$ cat src/rtl/wb_spi_seq_pkg.sv
// Shared constants for the Wishbone SPI byte sequencer: SPI master register map,
// SPSR flag positions and the sequencer state encoding.
package wb_spi_seq_pkg;

    localparam logic [2:0] REG_SPCR = 3'd0;
    localparam logic [2:0] REG_SPSR = 3'd1;
    localparam logic [2:0] REG_SPDR = 3'd2;
    localparam logic [2:0] REG_SPER = 3'd3;
    localparam logic [2:0] REG_SSCS = 3'd4;

    localparam int unsigned SPSR_RFEMPTY = 0;

    typedef enum logic [3:0] {
        ST_INIT,
        ST_IDLE,
        ST_CS_ON,
        ST_TX_WAIT,
        ST_WR_DR,
        ST_POLL,
        ST_RD_DR,
        ST_RX_PUSH,
        ST_CS_OFF,
        ST_FIN
    } state_t;

endpackage

$ cat src/rtl/wb_spi_seq_bus.sv
// Single-access Wishbone master: runs one read or write per request and pulses
// done for one cycle with the read data registered alongside it.
module wb_spi_seq_bus (
    input  logic       clk,
    input  logic       rst,
    input  logic       req,
    input  logic       we,
    input  logic [2:0] adr,
    input  logic [7:0] wdata,
    output logic       done,
    output logic [7:0] rdata,
    output logic       wbm_cyc_o,
    output logic       wbm_stb_o,
    output logic       wbm_we_o,
    output logic [2:0] wbm_adr_o,
    output logic [7:0] wbm_dat_o,
    input  logic [7:0] wbm_dat_i,
    input  logic       wbm_ack_i
);

    assign wbm_stb_o = wbm_cyc_o;

    // A request still held during the done cycle belongs to the finished access,
    // so a new cycle only starts once done has cleared; cyc stays low in between.
    always_ff @(posedge clk) begin
        if (rst) begin
            wbm_cyc_o <= 1'b0;
            wbm_we_o  <= 1'b0;
            wbm_adr_o <= '0;
            wbm_dat_o <= '0;
            done      <= 1'b0;
            rdata     <= '0;
        end else begin
            done <= 1'b0;
            if (wbm_cyc_o) begin
                if (wbm_ack_i) begin
                    wbm_cyc_o <= 1'b0;
                    done      <= 1'b1;
                    rdata     <= wbm_dat_i;
                end
            end else if (req && !done) begin
                wbm_cyc_o <= 1'b1;
                wbm_we_o  <= we;
                wbm_adr_o <= adr;
                wbm_dat_o <= wdata;
            end
        end
    end

endmodule

$ cat src/rtl/wb_spi_seq.sv
// Byte-stream sequencer driving a Wishbone SPI master: initialises it, then for
// each command selects a slave, shifts len+1 bytes one at a time and deselects.
module wb_spi_seq
    import wb_spi_seq_pkg::*;
#(
    parameter int          SPI_SLAVE = 1,
    parameter logic [7:0]  SPCR_INIT = 8'h50,
    parameter int          POLL_MAX  = 1024
) (
    input  logic                 clk_i,
    input  logic                 rst_i,
    input  logic                 cmd_valid_i,
    output logic                 cmd_ready_o,
    input  logic [7:0]           cmd_len_i,
    input  logic [SPI_SLAVE-1:0] cmd_cs_i,
    input  logic                 tx_valid_i,
    output logic                 tx_ready_o,
    input  logic [7:0]           tx_data_i,
    output logic                 rx_valid_o,
    input  logic                 rx_ready_i,
    output logic [7:0]           rx_data_o,
    output logic                 busy_o,
    output logic                 done_o,
    output logic                 err_o,
    output logic                 wbm_cyc_o,
    output logic                 wbm_stb_o,
    output logic                 wbm_we_o,
    output logic [2:0]           wbm_adr_o,
    output logic [7:0]           wbm_dat_o,
    input  logic [7:0]           wbm_dat_i,
    input  logic                 wbm_ack_i
);

    localparam int PCW = $clog2(POLL_MAX + 1);

    state_t               state, state_next;
    logic                 init_step;
    logic [7:0]           remaining;
    logic [SPI_SLAVE-1:0] cs_q;
    logic [7:0]           tx_byte;
    logic [PCW-1:0]       poll_cnt;

    logic       bus_req, bus_we, bus_done;
    logic [2:0] bus_adr;
    logic [7:0] bus_wdata, bus_rdata;

    wb_spi_seq_bus u_bus (
        .clk       (clk_i),
        .rst       (rst_i),
        .req       (bus_req),
        .we        (bus_we),
        .adr       (bus_adr),
        .wdata     (bus_wdata),
        .done      (bus_done),
        .rdata     (bus_rdata),
        .wbm_cyc_o (wbm_cyc_o),
        .wbm_stb_o (wbm_stb_o),
        .wbm_we_o  (wbm_we_o),
        .wbm_adr_o (wbm_adr_o),
        .wbm_dat_o (wbm_dat_o),
        .wbm_dat_i (wbm_dat_i),
        .wbm_ack_i (wbm_ack_i)
    );

    always_ff @(posedge clk_i) begin
        if (rst_i) state <= ST_INIT;
        else       state <= state_next;
    end

    // busy_o is registered from the next state so it reads 0 in the cycle after reset
    always_ff @(posedge clk_i) begin
        if (rst_i) begin
            init_step <= 1'b0;
            remaining <= '0;
            cs_q      <= '0;
            tx_byte   <= '0;
            poll_cnt  <= '0;
            rx_data_o <= '0;
            busy_o    <= 1'b0;
        end else begin
            busy_o <= (state_next != ST_IDLE);
            case (state)
                ST_INIT:    if (bus_done) init_step <= 1'b1;
                ST_IDLE:    if (cmd_valid_i) begin
                                remaining <= cmd_len_i;
                                cs_q      <= cmd_cs_i;
                            end
                ST_TX_WAIT: if (tx_valid_i) tx_byte <= tx_data_i;
                ST_WR_DR:   poll_cnt <= '0;
                ST_POLL:    if (bus_done && bus_rdata[SPSR_RFEMPTY]) poll_cnt <= poll_cnt + 1'b1;
                ST_RD_DR:   if (bus_done) rx_data_o <= bus_rdata;
                ST_RX_PUSH: if (rx_ready_i && remaining != 8'd0) remaining <= remaining - 8'd1;
                default: ;
            endcase
        end
    end

    always_comb begin
        state_next  = state;
        bus_req     = 1'b0;
        bus_we      = 1'b1;
        bus_adr     = REG_SPCR;
        bus_wdata   = '0;
        cmd_ready_o = 1'b0;
        tx_ready_o  = 1'b0;
        rx_valid_o  = 1'b0;
        done_o      = 1'b0;
        err_o       = 1'b0;
        case (state)
            ST_INIT: begin
                bus_req   = 1'b1;
                bus_adr   = init_step ? REG_SPER : REG_SPCR;
                bus_wdata = init_step ? 8'h00 : SPCR_INIT;
                if (bus_done && init_step) state_next = ST_IDLE;
            end
            ST_IDLE: begin
                cmd_ready_o = 1'b1;
                if (cmd_valid_i) state_next = ST_CS_ON;
            end
            ST_CS_ON: begin
                bus_req   = 1'b1;
                bus_adr   = REG_SSCS;
                bus_wdata = 8'(cs_q);
                if (bus_done) state_next = ST_TX_WAIT;
            end
            ST_TX_WAIT: begin
                tx_ready_o = 1'b1;
                if (tx_valid_i) state_next = ST_WR_DR;
            end
            ST_WR_DR: begin
                bus_req   = 1'b1;
                bus_adr   = REG_SPDR;
                bus_wdata = tx_byte;
                if (bus_done) state_next = ST_POLL;
            end
            ST_POLL: begin
                bus_req = 1'b1;
                bus_we  = 1'b0;
                bus_adr = REG_SPSR;
                if (bus_done) begin
                    if (!bus_rdata[SPSR_RFEMPTY]) begin
                        state_next = ST_RD_DR;
                    end else if (poll_cnt == PCW'(POLL_MAX - 1)) begin
                        err_o      = 1'b1;
                        state_next = ST_CS_OFF;
                    end
                end
            end
            ST_RD_DR: begin
                bus_req = 1'b1;
                bus_we  = 1'b0;
                bus_adr = REG_SPDR;
                if (bus_done) state_next = ST_RX_PUSH;
            end
            ST_RX_PUSH: begin
                rx_valid_o = 1'b1;
                if (rx_ready_i) state_next = (remaining == 8'd0) ? ST_CS_OFF : ST_TX_WAIT;
            end
            ST_CS_OFF: begin
                bus_req   = 1'b1;
                bus_adr   = REG_SSCS;
                bus_wdata = 8'h00;
                if (bus_done) state_next = ST_FIN;
            end
            ST_FIN: begin
                done_o     = 1'b1;
                state_next = ST_IDLE;
            end
            default: state_next = ST_INIT;
        endcase
    end

endmodule
$ cat config.mk
export PLATFORM = sky130hd
export DESIGN_NAME = wb_spi_seq
export DESIGN_NICKNAME = d
export VERILOG_FILES = /design/src/rtl/wb_spi_seq_pkg.sv /design/src/rtl/wb_spi_seq_bus.sv /design/src/rtl/wb_spi_seq.sv
export SDC_FILE = /design/constraint.sdc
export NUM_CORES = 1
export LEC_CHECK = 0
export ABC_AREA = 1
export CAP_MARGIN = 25
export CORE_MARGIN = 2
export CORE_UTILIZATION = 46
export DETAILED_ROUTE_END_ITERATION = 8
export MAX_ROUTING_LAYER = met4
export PLACE_DENSITY = 0.75
export SETUP_SLACK_MARGIN = 0.15
export SLEW_MARGIN = 20
export SYNTH_ARGS = -nofsm -noshare
export SYNTH_HDL_FRONTEND = slang
export SYNTH_SLANG_ARGS = --single-unit
$ cat constraint.sdc
create_clock -name clk_i -period 1.5 [get_ports clk_i]
set_input_delay 0.3 -clock clk_i [delete_from_list [all_inputs] [get_ports clk_i]]
set_output_delay 0.3 -clock clk_i [all_outputs]
set_load 0.1 [all_outputs]
==> Word-level counts from Yosys, hierarchy flattened <==
Index checks and enable logic that the tools add are counted.
{ "word_totals": {"reg_bits": 64, "word_cells": 90, "output_inout_bits": 28, "inputBits": 31} }
{ "classes": {"add_sub_neg": 2, "eq_ne": 14, "n_bitwise": 1, "reduce_logical": 23, "mux": 36} }
{ "ops": {"columns": ["cell", "n"], "rows": [
  ["$mux W4", 12],
  ["$pmux W4 S10", 1],
  ["$pmux W8 S3", 1],
  ["$pmux W11 S2", 1],
  ["$eq A4 B3 Y1 const B", 4],
  ["$mux W8", 2],
  ["$pmux W8 S2", 1],
  ["$mux W1", 14],
  ["$reduce_and A2 Y1", 7],
  ["$pmux W3 S4", 1],
  ["$add A11 B1 Y11 const B", 1],
  ["$eq A11 B10 Y1 const B", 1],
  ["$mux W11", 1],
  ["$eq A4 B2 Y1 const B", 2],
  ["$eq A4 B4 Y1 const B", 2],
  ["$logic_not A8 Y1", 1],
  ["$reduce_bool A8 Y1", 1],
  ["$reduce_or A2 Y1", 4],
  ["$sub A8 B1 Y8 const B", 1],
  ["$mux W7", 1],
  ["$ne A2 B2 Y1 const B", 3],
  ["$reduce_or A6 Y1", 1],
  ["$eq A4 B1 Y1 const B", 1],
  ["$logic_and A1 B1 Y1", 4],
  ["other kinds (7)", 8]
]} }

==> Longest topological paths before layout <==
{ "depth": {"ltp_word": 6, "ltp_mapped": 11, "depth_no_buf": 11} }

==> By module <==
A second synthesis with hierarchy kept.
{ "unflattened": {"cells_unflattened": 468, "hier_area_um2": 3145.5} }
{ "modules_own_cells": {"columns": ["module", "area_per_inst_um2", "instances", "seq_area_each_um2", "cells_each"], "rows": [
  ["wb_spi_seq", 2274.7, 1, 840.8, 348],
  ["wb_spi_seq_bus", 870.8, 1, 440.4, 120]
]} }

==> Worst setup path before layout <==
Ideal clock, no wire load.
{ "synth_timing": {"path_type": "register -> output", "startpoint": "register state[2]", "endpoint": "output err_o", "slack_ns": -2.707, "arrival_time_ns": 3.907, "path_stages_with_launch": 5, "path_buffers": 0, "t_required_ns": 1.200, "cell_sequence": "dfxtp_1 -> nand2_4 -> nor2_8 -> nand2_4 -> nor4b_1"} }
{ "synth_via": {"elab_chain_len": 2} }
{ "synth_rtl": {"columns": ["element", "line", "rtl"], "rows": [
  ["from (decl)", "wb_spi_seq.sv:36", "state_t state, state_next;"],
  ["from (signal assigned)", "wb_spi_seq.sv:67", "else state <= state_next;"],
  ["$eq A4 B3 Y1", "wb_spi_seq.sv:109", "case (state)"],
  ["$mux W1", "wb_spi_seq.sv:109", null],
  ["to (decl)", "wb_spi_seq.sv:24", "output logic err_o,"]
]} }
No other way between the ends.

==> Worst setup path after layout <==
{ "layout_timing": {"startpoint": "register u_bus.done", "endpoint": "output err_o"} }
{ "layout_via": {"elab_chain_len": 2} }
{ "layout_rtl": {"columns": ["element", "line", "rtl"], "rows": [
  ["from (decl)", "wb_spi_seq_bus.sv:10", "output logic done,"],
  ["from (signal assigned)", "wb_spi_seq_bus.sv:31", "done <= 1'b0;"],
  ["from (signal assigned)", "wb_spi_seq_bus.sv:34", "done <= 1'b0;"],
  ["from (signal assigned)", "wb_spi_seq_bus.sv:38", "done <= 1'b1;"],
  ["$mux W1", "wb_spi_seq.sv:140", "if (bus_done) begin"],
  ["$mux W1", "wb_spi_seq.sv:109", null]
]} }
No other way between the ends.

==> impl_metrics.py <==
metrics = {
    "grt": {
        "grt_max_degree": 17,
        "antenna_found_initial": 0,
        "grt_use_total_pct": 30.0,
        "grt_overflow": 0,
        "grt_pass1_wl_um": 16500,
        "grt_pass1_vias": 3514,
    },
    "worst_setup_path": {
        "critPathMaxFanout": 3,
        "crit_chain": "nand2_1 -> inv_1 -> nand2_4 -> nor4b_4 -> buf_12",
        "rr_endpoint": "remaining[4]$_SDFFE_PP0P_",
        "critPathArrivalTime_ns": 1.64,
        "crit_family": "simple AND/OR/NAND/NOR gates",
        "required_ns": 1.20,
        "reg2reg_from": "state[1]$_SDFF_PP0_",
        "cpPeakStageDelay_ns": 0.46,
        "crit_path_end_kind": "primary output",
        "crit_slowest_cell": "dfxtp_1",
        "startpoint_type": "flip-flop",
        "critPathKind": "flip-flop to primary output",
        "timing.reg2reg.setup_slack_ns": -0.22,
        "worst_r2r_path_depth": 9,
        "critPathBufInv": 2,
    },
    "worst_hold_path": {
        "hp-class": "flip-flop to flip-flop",
        "hold_start": "rx_data_o[5]$_SDFFE_PP0P_",
        "holdPathStages": 2,
        "min_to": "rx_data_o[5]$_SDFFE_PP0P_",
    },
    "logic_synthesis": {
        "ys_ff_latch": 64,
        "synth_compound_area_share_pct": 18.9,
        "synth_top_area_cell": "dfxtp_1",
        "synth_mux_area_share_pct": 0,
        "ys_seq_area_share_pct": 43.3,
        "synth_fa_ha_area_share_pct": 1.27,
        "synthTopCellsByArea": "dfxtp_1 (43%), nand2_1 (8.8%), nor2_1 (8.2%)",
        "synth_cell_types": 36,
        "synth_most_common_cell": "nand2_1",
        "syn_inst": 413,
        "yosys-top-cells-count": "nand2_1 (69), nor2_1 (65), dfxtp_1 (64)",
        "ys.flop_type": "dfxtp_1",
        "synth_top_area_share_pct": 43.3,
        "synth_top_family_by_area": "simple AND/OR/NAND/NOR gates",
        "synth_xor_area_share_pct": 0.296,
        "yosysWarnings": 0,
        "synth-simple-area-share_pct": 28.3,
        "synth-edff-count": 0,
        "syn_avg_cell_area_sq_um": 7.16,
        "syn-cell-area_sq_um": 2960,
        "synth_fp_nets": 447,
        "async_reset_ff_share_pct": 0,
    },
    "die": {
        "die_x_um": 84.2,
        "initial_utilization_pct": 47.1,
        "die_h_um": 84.2,
        "core_area_sq_um": 6280,
        "ios": 59,
        "die_area_sq_um": 7090,
        "rows": 29,
    },
    "route": {
        "wl_met2_um": 6300,
        "routedWlPerCell_um": 20.8,
        "maxUsedRoutingLayer": "met4",
        "dr.first_iter.drc_count": 326,
        "routed_via_density": 5.99,
        "met1Wirelength_um": 4760,
        "drc": 0,
        "ant_nets": 0,
        "routed-via-count": 3782,
        "dr_wl_met3_um": 1170,
        "routed_wl_um": 13100,
        "drt_first_pass_iters": 5,
    },
    "cells_and_area": {
        "fin_cells": 631,
        "final_util_pct": 86.1,
        "nets": 583,
        "drive_gt1_share_pct": 47.7,
        "antenna_cells": 0,
        "area_growth_pct": 82.7,
    },
    "sta": {
        "slew_headroom_pct": 62.7,
        "rsz0062_at_grt": "true",
        "tightestPinTransition_ns": 0.554,
        "fmax_ghz": 0.517,
        "period_share_pct": 129,
        "worst_slack_ns": -0.435,
        "whs_ns": 0.483,
        "finalSetupTns_ns": -6.44,
        "fin_skew_ns": 0.0119,
        "finalMaxSlewViolations": 0,
        "hold_viol_final": 0,
        "fin_crit_ns": 1.94,
        "finalSetupViolations": 55,
    },
    "clock_network": {
        "cts.sinks": 64,
        "h-tree-depth": 3,
        "worstSkewPairLatency_ns": 0.35,
        "numCtsBuffers": 9,
        "clk_pin_slew_worst_paths_ns": 0.07,
        "cts_buffer_depth": 2,
        "cts_tree": "built",
        "root_buffer": "clkbuf_8",
    },
    "placed_design": {
        "gp_congestion": 0.959,
        "post-dp-hpwl_um": 6060,
        "port_buffers": 58,
        "dp_cells": 589,
    },
    "job": {
        "max-cap-violations": 0,
    },
    "status": {
        "violations": "setup timing",
        "status": "complete, but fails checks",
    },
    "power": {
        "powerDensity_nw_per_um2": 723,
        "vdd_ir_drop_max_uv": 756,
        "p_leak_nw": 2.18,
    },
}
## layer usage
metal | global-route usage, % | vias up
li1 | - | 1626
met1 | 33.4 | 1761
met2 | 50.7 | 300
met3 | 6.00 | 95
met4 | 15.8 | 0
met5 | - | -
## metrics by stage
stage | setup WS, ns | area [sq um] | power (mW)
after CTS | -0.394 | 4990 | 3.77
final | -0.435 | 5400 | 3.91
after detailed placement | -0.135 | 4350 | 2.39
after global routing | -0.468 | 5400 | 4.01
after global placement | -0.0916 | 4350 | 2.38
after floorplan | -0.605 | 3070 | 2.12
## registers in the layout, summed over array words and instances (netlist names), 3 cells and up
| signal | cells |
|---|---|
| u_bus.wbm_adr_o | 3 |
| u_bus.rdata | 8 |
| state | 4 |
| poll_cnt | 11 |
| u_bus.wbm_dat_o | 8 |
| tx_byte | 8 |
| remaining | 8 |
| rx_data_o | 8 |
## worst max-delay path by stage
stage	from	end	slack, ns	cells past startpoint
after floorplan	state[3]$_SDFF_PP0_	err_o	-0.60	5
after global placement	cmd_valid_i	remaining[1]$_SDFFE_PP0P_	-0.09	8
after detailed placement	cmd_valid_i	remaining[1]$_SDFFE_PP0P_	-0.14	8
after CTS	poll_cnt[0]$_SDFFE_PP0P_	err_o	-0.39	4
after global routing	poll_cnt[0]$_SDFFE_PP0P_	err_o	-0.47	4
final	u_bus.done$_SDFF_PP0_	err_o	-0.44	5
## cell families (layout without fill, tap and decap cells)
| logic type | after synthesis | after routing |
|---|---|---|
| compound gates | 106 | 106 |
| xor+xnor | 1 | 1 |
| fa+ha+maj | 3 | 3 |
| buf+inv | 58 | 199 |
| flops | 64 | 64 |
| simple gates | 181 | 181 |
## power breakdown
group	internal [mW]	leakage (nW)	total (mW)	switching (mW)
sequential	1.73	0.524	1.78	0.0486
clock	0.691	0.0886	1.41	0.715
combinational	0.292	1.57	0.720	0.428
total	2.72	2.18	3.91	1.19
## worst reg2reg max path, stage by stage, from the launching register on
cell and delay, ns:
dfxtp_4 0.38, buf_6 0.14, nand2_4 0.08, nor2_4 0.15, buf_6 0.13, nand2_4 0.04
o21ai_4 0.28, buf_6 0.18, o21ai_2 0.05, a31oi_1 0.20
## area by class of cell
| class | instances | area, sq um |
|---|---|---|
| Clock buffer | 12 | 155 |
| Clock inverter | 4 | 28.8 |
| Fill cell | 284 | 875 |
| Inverter | 46 | 200 |
| Multi-Input combinational cell | 291 | 2020 |
| Sequential cell | 64 | 1300 |
| Tap cell | 77 | 96.3 |
| Timing Repair Buffer | 136 | 1590 |
| Timing Repair inverter | 1 | 7.51 |
## layout by cell type (no fill, tap or decap), types with 2 or more instances in the layout
cell type	Yosys	layout
o21ai_4	0	2
dfxtp_1	64	57
o21ai_0	46	20
o21ai_2	1	18
nand2_4	2	11
nor2_2	4	11
nand2_2	3	11
inv_2	3	7
a211oi_2	1	3
nand2_1	69	52
inv_1	41	30
a21oi_2	0	20
nor3_2	1	4
dfxtp_2	0	2
clkbuf_8	0	11
nor2_4	1	13
nand3_1	20	8
buf_6	0	32
a31oi_1	6	4
clkinv_2	0	2
nor2_1	65	46
nand3_4	0	5
dfxtp_4	0	5
inv_4	0	4
clkdlybuf4s50_1	0	30
clkinvlp_4	0	6
o21ai_1	1	8
a21oi_4	0	2
ha_1	3	2
nand4_1	4	4
nand3b_1	3	3
a31oi_4	0	2
buf_8	0	3
a21oi_1	45	23
buf_12	0	28
nand3_2	0	7
o22ai_2	0	3
buf_4	2	43
## timing repair
item                                    4_1_cts  5_1_grt
resized for setup                           106       96
pin swaps                                    32       44
hold buffers                                  0        0
endpoints found under the setup margin       55       60
buffers inserted                             17        6
gates cloned                                  3        1
Note: power is estimated with default switching activity, not from simulation.
